`src/rtl/iir_filter_pkg.sv`:
```
// Shared definitions for the two-channel power-of-two IIR filter cascade.
//   state_bits() : width of one state entry (samples scaled by 2^K)
//   stage_idx_t  : sequencer index {channel, stage}
//   CH_A / CH_B  : channel encodings used in the index
package iir_filter_pkg;

    localparam logic CH_A = 1'b0;
    localparam logic CH_B = 1'b1;

    // Two channels times eight stages.
    localparam int unsigned NUM_ENTRIES = 16;

    typedef struct packed {
        logic       ch;
        logic [2:0] st;
    } stage_idx_t;

    // Each entry holds y * 2^K, so it needs K extra fraction bits.
    function automatic int unsigned state_bits(input int unsigned data_bits,
                                               input int unsigned k_shift);
        return data_bits + k_shift;
    endfunction

endpackage

```
`src/rtl/iir_stage_update.sv`:
```
// One first-order low-pass step: new = state - (state >> K) + x, out = new >> K.
// Purely combinational; the caller owns the state storage.
//   cur_state : stored y * 2^K for the stage being processed
//   x         : stage input sample
//   new_state : value to write back into the same entry
//   y         : stage output, new_state >> K (floor)
module iir_stage_update
    import iir_filter_pkg::*;
#(
    parameter int unsigned DATA_BITS      = 32,
    parameter int unsigned FILTER_K_SHIFT = 6,
    localparam int unsigned S             = state_bits(DATA_BITS, FILTER_K_SHIFT)
) (
    input  logic [S-1:0]         cur_state,
    input  logic [DATA_BITS-1:0] x,
    output logic [S-1:0]         new_state,
    output logic [DATA_BITS-1:0] y
);

    logic [S:0] sum_wide;
    logic       unused_sum_msb;

    // state - (state >> K) <= 2^S - 2^D, so adding any D-bit x never reaches 2^S;
    // the extra bit only guards the intermediate sum.
    always_comb begin
        sum_wide = {1'b0, cur_state} - ({1'b0, cur_state} >> FILTER_K_SHIFT)
                 + {{(S + 1 - DATA_BITS){1'b0}}, x};
    end

    assign new_state      = sum_wide[S-1:0];
    assign y              = sum_wide[S-1:FILTER_K_SHIFT];
    assign unused_sum_msb = sum_wide[S];

endmodule

```
`src/rtl/iir_filter_pow2_k.sv`:
```
// Two-channel, time-multiplexed cascade of up to eight first-order low-pass stages
// with coefficient 2^-FILTER_K_SHIFT. One (channel, stage) pair is processed per cycle
// in the order A0..A(M), B0..B(M); M is latched from MAX_STAGE at each A0.
//   CLK         : clock, rising edge
//   RESET       : synchronous, active-high; clears state, forward reg and outputs
//   IN_VALUE_A  : channel A raw sample (sampled in the A0 cycle)
//   IN_VALUE_B  : channel B raw sample (sampled in the B0 cycle)
//   MAX_STAGE   : index of the last active stage (depth = MAX_STAGE + 1)
//   OUT_VALUE_A : filtered channel A, updated when A(M) is processed
//   OUT_VALUE_B : filtered channel B, updated when B(M) is processed
module iir_filter_pow2_k
    import iir_filter_pkg::*;
#(
    parameter int unsigned FILTER_K_SHIFT = 6,
    parameter int unsigned DATA_BITS      = 32
) (
    input  logic                 CLK,
    input  logic                 RESET,
    input  logic [DATA_BITS-1:0] IN_VALUE_A,
    input  logic [DATA_BITS-1:0] IN_VALUE_B,
    input  logic [2:0]           MAX_STAGE,
    output logic [DATA_BITS-1:0] OUT_VALUE_A,
    output logic [DATA_BITS-1:0] OUT_VALUE_B
);

    localparam int unsigned S = state_bits(DATA_BITS, FILTER_K_SHIFT);

    stage_idx_t           idx_q, idx_d;
    logic [2:0]           m_q, m_eff;
    logic [S-1:0]         state_q [NUM_ENTRIES];
    logic [S-1:0]         cur_state, new_state;
    logic [DATA_BITS-1:0] fwd_q, x, y;
    logic [DATA_BITS-1:0] out_a_q, out_b_q;
    logic                 at_a0, last_stage;

    always_comb begin
        at_a0      = (idx_q.ch == CH_A) && (idx_q.st == 3'd0);
        // The pass that starts now uses the live MAX_STAGE; later cycles use the latch.
        m_eff      = at_a0 ? MAX_STAGE : m_q;
        last_stage = (idx_q.st == m_eff);
        cur_state  = state_q[{idx_q.ch, idx_q.st}];

        if (idx_q.st == 3'd0) begin
            x = (idx_q.ch == CH_A) ? IN_VALUE_A : IN_VALUE_B;
        end else begin
            x = fwd_q;
        end

        idx_d = idx_q;
        if (last_stage) begin
            idx_d.ch = ~idx_q.ch;
            idx_d.st = 3'd0;
        end else begin
            idx_d.st = idx_q.st + 3'd1;
        end
    end

    iir_stage_update #(
        .DATA_BITS      (DATA_BITS),
        .FILTER_K_SHIFT (FILTER_K_SHIFT)
    ) u_stage (
        .cur_state (cur_state),
        .x         (x),
        .new_state (new_state),
        .y         (y)
    );

    always_ff @(posedge CLK) begin
        if (RESET) begin
            for (int i = 0; i < NUM_ENTRIES; i++) begin
                state_q[i] <= '0;
            end
            fwd_q   <= '0;
            out_a_q <= '0;
            out_b_q <= '0;
            idx_q   <= '0;
            m_q     <= '0;
        end else begin
            state_q[{idx_q.ch, idx_q.st}] <= new_state;
            fwd_q <= y;
            idx_q <= idx_d;
            if (at_a0) begin
                m_q <= MAX_STAGE;
            end
            if (last_stage) begin
                if (idx_q.ch == CH_A) begin
                    out_a_q <= y;
                end else begin
                    out_b_q <= y;
                end
            end
        end
    end

    assign OUT_VALUE_A = out_a_q;
    assign OUT_VALUE_B = out_b_q;

endmodule

```
`config.mk`:
```
export PLATFORM = sky130hd
export DESIGN_NAME = iir_filter_pow2_k
export DESIGN_NICKNAME = d
export VERILOG_FILES = /design/src/rtl/iir_filter_pkg.sv /design/src/rtl/iir_stage_update.sv /design/src/rtl/iir_filter_pow2_k.sv
export SDC_FILE = /design/constraint.sdc
export NUM_CORES = 1
export LEC_CHECK = 0
export CAP_MARGIN = 20
export CORE_MARGIN = 1.5
export CORE_UTILIZATION = 40
export DETAILED_ROUTE_END_ITERATION = 16
export PLACE_DENSITY = 0.52
export SLEW_MARGIN = 15
export SYNTH_ARGS = -nofsm -noshare
export SYNTH_HDL_FRONTEND = slang
export SYNTH_SLANG_ARGS = --single-unit
```
`constraint.sdc`:
```
create_clock -name CLK -period 9.1 [get_ports CLK]
set_input_delay 1.82 -clock CLK [delete_from_list [all_inputs] [get_ports CLK]]
set_output_delay 1.82 -clock CLK [all_outputs]
set_load 0.1 [all_outputs]
```
==> Implementation_results.wiki <==
{| class="wikitable"
! Metric !! Value
|-
| I/O Pins || 133
|-
| Number of global-route vias before repair || 22,288
|-
| Detailed Routing Iterations Pass 1 || 7
|-
| Number of setup violations in the final report || 0
|-
| Chain of cells forming the critical path || inv_1 -> ha_1 -> nand2b_2 -> buf_4 -> nor2_1 -> a21oi_1 -> fa_1 -> inv_1 -> ha_1 -> a21o_1 -> a221o_1 -> a211oi_2 -> a211oi_1 -> o21ai_1 -> and3_1 -> nor3_1
|-
| Number of antenna cells inserted || 0
|-
| Worst Hold Class || reg -> reg
|-
| Max-cap violations || 0
|-
| Total grt overflow || 0
|-
| Die Height || 293 um
|-
| Critical path capture point type || register
|-
| Detailed Route WL || 110 mm
|-
| Clock net sink count || 711
|-
| Delay contributed by the slowest stage of the critical path || 930 ps
|-
| Final-report max-slew violation count || 0
|-
| Number of fill cells || 7,409
|-
| Least setup slack across all paths after layout || 1920 ps
|-
| Clock Skew || 27.6 ps
|-
| Yosys Warn Count || 0
|-
| Clock Path Buffers || 3
|-
| Slew headroom || 20.7%
|-
| Horiz. Die Dim || 293 um
|-
| Detailed-placement wirelength estimate || 66.0 mm
|-
| Layout cell share with drive strength beyond 1 || 14.8%
|-
| Gate family responsible for the most delay along the worst path || compound AO/OA/AOI/OAI gates
|-
| Syn nets || 2,779
|-
| Most frequently used flop master after synthesis || sky130_fd_sc_hd__edfxtp_1
|-
| Number of enable-type register cells in the synthesized netlist || 608
|-
| Final cycle utilization of the critical path || 78.9%
|-
| Part of the Yosys area used for sequential elements || 60.4%
|-
| Fraction of registers with async set or reset after synthesis || 0%
|-
| Number of vias per cell after detailed routing || 5.88
|-
| Crit path launch type || register
|-
| Final Wtd Congestion || 0.873
|-
| Tightest Pin Transition || 1190 ps
|-
| Dominant cells by area after synthesis || sky130_fd_sc_hd__edfxtp_1 54%, sky130_fd_sc_hd__mux4_2 13%, sky130_fd_sc_hd__nor2_1 7.5%
|-
| P&R area growth vs syn || 14.3%
|-
| Post-cts sizing count || 0
|-
| Avg Inst Size Synth || 12.8 um^2
|-
| Portion of synthesized cell area occupied by the leading cell type || 54.3%
|-
| Cell with the largest stage delay on the worst path || sky130_fd_sc_hd__dfxtp_4
|-
| Site Rows || 106
|-
| Cell taking the most area after synthesis || sky130_fd_sc_hd__edfxtp_1
|-
| Initial standard-cell utilization of the core || 40.3%
|-
| Worst EP required || 9450 ps
|-
| Number of clock buffers inserted by TritonCTS || 78
|-
| Die area || 0.0858 mm^2
|-
| Level count of the clock H-tree || 3
|-
| Number of DRC markers after the initial detailed-route iteration || 2,586
|-
| Pin count of the biggest net entering global routing || 80
|-
| Instance count of the mapped netlist || 2,636
|-
| CP Data Arrival Time || 7530 ps
|-
| Dominant cell by count in the synthesized netlist || sky130_fd_sc_hd__nor2_1
|-
| Std-Cell Core Area || 0.0834 mm^2
|-
| Post-Place Worst Slack || 2110 ps
|-
| Quantity of I/O buffers inserted on ports || 132
|-
| Critical path fanouts, max || 49
|-
| Post-synthesis instance area || 0.0336 mm^2
|-
| Number of hold violations in the final report || 0
|-
| Sum of buffers and inverters on the critical path || 3
|-
| Setup repair after global routing missed its margin || no
|-
| Seq cells post-synth || 711
|-
| Register area || 0.0203 mm^2
|-
| Final worst path period need || 7180 ps
|-
| Number of antenna-violating nets in the routed design || 0
|-
| Distinct cells, synth || 77
|-
| First-pass GRT wire length || 156 mm
|-
| Routed wirelength normalized by instance count || 28.6 um
|-
| Clock edge transition at the registers on the reported setup and hold paths || 60 ps
|-
| CTS tree || yes
|-
| Peak Freq || 0.139 GHz
|-
| Source-to-sink clock delay at the later pin of the worst-skew pair || 640 ps
|-
| Area of the multi-input gates || 0.0121 mm^2
|-
| Clk Tree Root Cell || sky130_fd_sc_hd__clkbuf_16
|-
| Hold buffers post-CTS || 0
|-
| Result of the run || finished, final reports clean
|-
| DRC violations left || 0
|-
| All-layer global routing usage || 25.4%
|-
| Fin nets || 2,838
|-
| Initial antenna violation count || 1
|-
| WS Path Type || reg -> reg
|-
| Synth cell count leaders || 670 x sky130_fd_sc_hd__nor2_1, 608 x sky130_fd_sc_hd__edfxtp_1, 188 x sky130_fd_sc_hd__mux4_2
|-
| Setup tns final || 0 ps
|-
| Via Count || 22,573
|-
| Setup Fix Bufs, Post-CTS || 0
|}
final cells by class:
cell class | count | area share [%]
multi-input cells | 1593 | 31.6
well taps | 1080 | 3.52
clock inverters | 40 | 0.791
inverters | 130 | 1.27
flip-flops and latches | 711 | 52.9
clock buffers | 103 | 5.46
repair buffers | 181 | 4.43
kinds of logic after synthesis:
family / after synthesis / share of synthesized area [%]
AND/OR/NAND/NOR: 1015 / 12.7
flip-flops: 711 / 60.4
XOR/XNOR: 28 / 0.864
AO/OA/AOI/OAI: 249 / 4.80
buffers and inverters: 332 / 3.86
adder cells (fa/ha/maj): 74 / 3.47
multiplexers: 227 / 13.8
sequential cells by signal, indices dropped and copies added, names as in the netlist:
name and flops:
fwd_q 32, idx_q 4, m_q 3, OUT_VALUE_A 32, state_q 608, OUT_VALUE_B 32
metal layers:
metal  vias up  track usage [%]  wire, um
met2       936             41.4     52500
li1       9661                -         -
met1     11845             35.2     46100
met4         0             6.09      2160
met5         -                0         0
met3       131             5.04      8890
worst min-delay path: stages (launching register included):
cell and delay (ps):
sky130_fd_sc_hd__dfxtp_1 310, sky130_fd_sc_hd__nand2_1 50, sky130_fd_sc_hd__a21oi_1 50
cells in the final DEF, fill, tap and decap left out, drive strengths merged, types with 5 or more instances in the layout:
| master | count |
|---|---|
| o21ai | 43 |
| nand2b | 10 |
| a31oi | 6 |
| or3 | 9 |
| o211ai | 5 |
| nor3 | 50 |
| clkbuf | 103 |
| nand2 | 132 |
| and2 | 6 |
| or2 | 5 |
| nor2b | 10 |
| xnor2 | 15 |
| a21oi | 111 |
| and3 | 9 |
| nand4 | 27 |
| edfxtp | 608 |
| or4 | 9 |
| nand3 | 63 |
| xor2 | 13 |
| fa | 32 |
| o21bai | 7 |
| clkdlybuf4s50 | 131 |
| buf | 50 |
| clkinv | 29 |
| dfxtp | 103 |
| inv | 135 |
| mux2i | 38 |
| nor4 | 6 |
| nor2 | 670 |
| mux4 | 188 |
| ha | 42 |
| a211oi | 15 |
| a21o | 14 |
final timing paths:
check                        from         endpoint  slack, ps  cells after the start
setup / recovery         idx_q[1]   state_q[1][37]       1920                     16
hold / removal    OUT_VALUE_B[10]  OUT_VALUE_B[10]        450                      2
setup reg to reg         idx_q[1]   state_q[1][37]       1920                     16
hold reg to reg   OUT_VALUE_B[10]  OUT_VALUE_B[10]        450                      2
stage by stage:
stage	std cells	hold WS, ps	util, %	instance area (um^2)
floorplan	2636	458	-	33600
detailed placement	3693	446	43.1	36000
global placement	3691	445	43.1	36000
finish	3838	454	46.1	38400
CTS	3836	454	46.0	38400
global route	3838	480	46.1	38400
Power is left out: the tool's default activity adds up to more than one toggle a clock period on the data nets, which glitch-free logic cannot reach.
==> RTL edit, RTL diff (config.mk and constraints unchanged) <==
The package constant `NUM_ENTRIES` goes from 16 to 32.
--- a/src/rtl/iir_filter_pkg.sv
+++ b/src/rtl/iir_filter_pkg.sv
@@ -9,5 +9,5 @@
 
     // Two channels times eight stages.
-    localparam int unsigned NUM_ENTRIES = 16;
+    localparam int unsigned NUM_ENTRIES = 32;
 
     typedef struct packed {
Check against the original RTL: not settled (the Yosys comparison gave no result); the edit may change what the design does.
==> RTL edit against the original RTL <==
- first-iteration DRC count down 15%
- cell area shrank 0.28%
- fmax rose by 11%
- critical path depth down 1
- worst setup slack gained 0.71 ns
- cell count down 1.9%
- sequential cell count stayed put
- synthesized area decreased by 0.26%
- wire length down 7.0%
- via count is 4.5% lower
- critical path type unchanged
- critical endpoint is now state_q[14][23]
Power is not shown: default switching activity piles up to over one toggle a cycle in this logic, so the estimate is an artifact.
==> RTL edit: results <==
[status]
run_status = "complete, no violations"

[worst_setup_path]
setup.worst_path.end = "state_q[14][23]"
crit_arrival_ns = 6.80
r2r_cells = 15
critPathMaxFanout = 102
cpPeakStageDelay_ns = 1.01

[hold_path]
worstHoldStart = "OUT_VALUE_A[8]"
hold-path-endpoint = "OUT_VALUE_A[8]"

[yosys]
synth_cells = 2610
yosysSeqAreaShare = 0.606
synthTopCellsByArea = "edfxtp_1 (54%), mux4_2 (13%), nor2_1 (7.7%)"
synth.distinct_cells = 72
yosys-mux-area-fraction = 0.139
synth_compound_area_frac = 0.0440
synthAdderAreaFrac = 0.0348

[finish]
largest_register_ffs = 608
nonClkBufAreaFrac = 0.0432
multi_input_area_share = 0.314
final-clk-cell-share = 0.0652
area_delta_synth_final_pct = 14.3
nNonClkBuffers = 168
layout-drive-gt1-share = 0.147
nets = 2780
multi_input_gates = 1553
n_all_inverters = 124
sh_seq_area = 0.531
layoutNonFillerInstCount = 3764
clock_buffers = 105

[place]
place_ws_ns = 2.54
hpwl_um = 60400
place_area_um2 = 35800
placedCellCount = 3621
place.gp.congestion = 0.898

[die]
die_w_um = 293

[detailed_routing]
vias = 21600
drt_iter0_drc = 2191
routed_wl_um = 102000

[global_routing]
grtUsageTotal = 0.238
grt_max_degree = 103
antenna_found_initial = 0
grt_pass1_wl_um = 148000
grt_pass1_vias = 21600

[timing]
min_period_over_period = 0.710
hold_slack_ns = 0.457
max_slew_margin = 0.255
clock_skew_ns = 0.0272

[cts]
cts_buffers = 79
==> RTL edit: changes by cell type after synthesis, sizes merged, moves of 17 or more <==
cell | unedited run | this run
nand2b | 10 | 38
nand3b | 0 | 23
nor3b | 0 | 19
clkbuf | 153 | 170
nor3 | 50 | 17
nand3 | 63 | 20
==> RTL edit: kinds of logic after synthesis <==
family / after synthesis
buffers and inverters: 346
muxes: 229
DFF: 711
xor gates and xnor gates: 34
adders and majority gates: 74
and+or+nand+nor: 988
AOI/OAI and AO/OA: 228
==> RTL edit: critical path: cells and delay by family (launching register included) <==
kind,cells,cell delay (ns)
AO/OA/AOI/OAI,5,1.18
flip-flops,1,1.01
multiplexers,2,0.91
XOR/XNOR,1,0.89
buffers and inverters,3,0.85
adder cells (fa/ha/maj),2,0.75
AND/OR/NAND/NOR,2,0.44
==> RTL edit: per-layer routing <==
metal	track usage	wire, µm	vias to the layer above
met5	0	0	-
met4	0.0550	1700	0
met3	0.0376	7550	112
met2	0.396	49300	875
met1	0.328	43300	11200
li1	-	-	9394
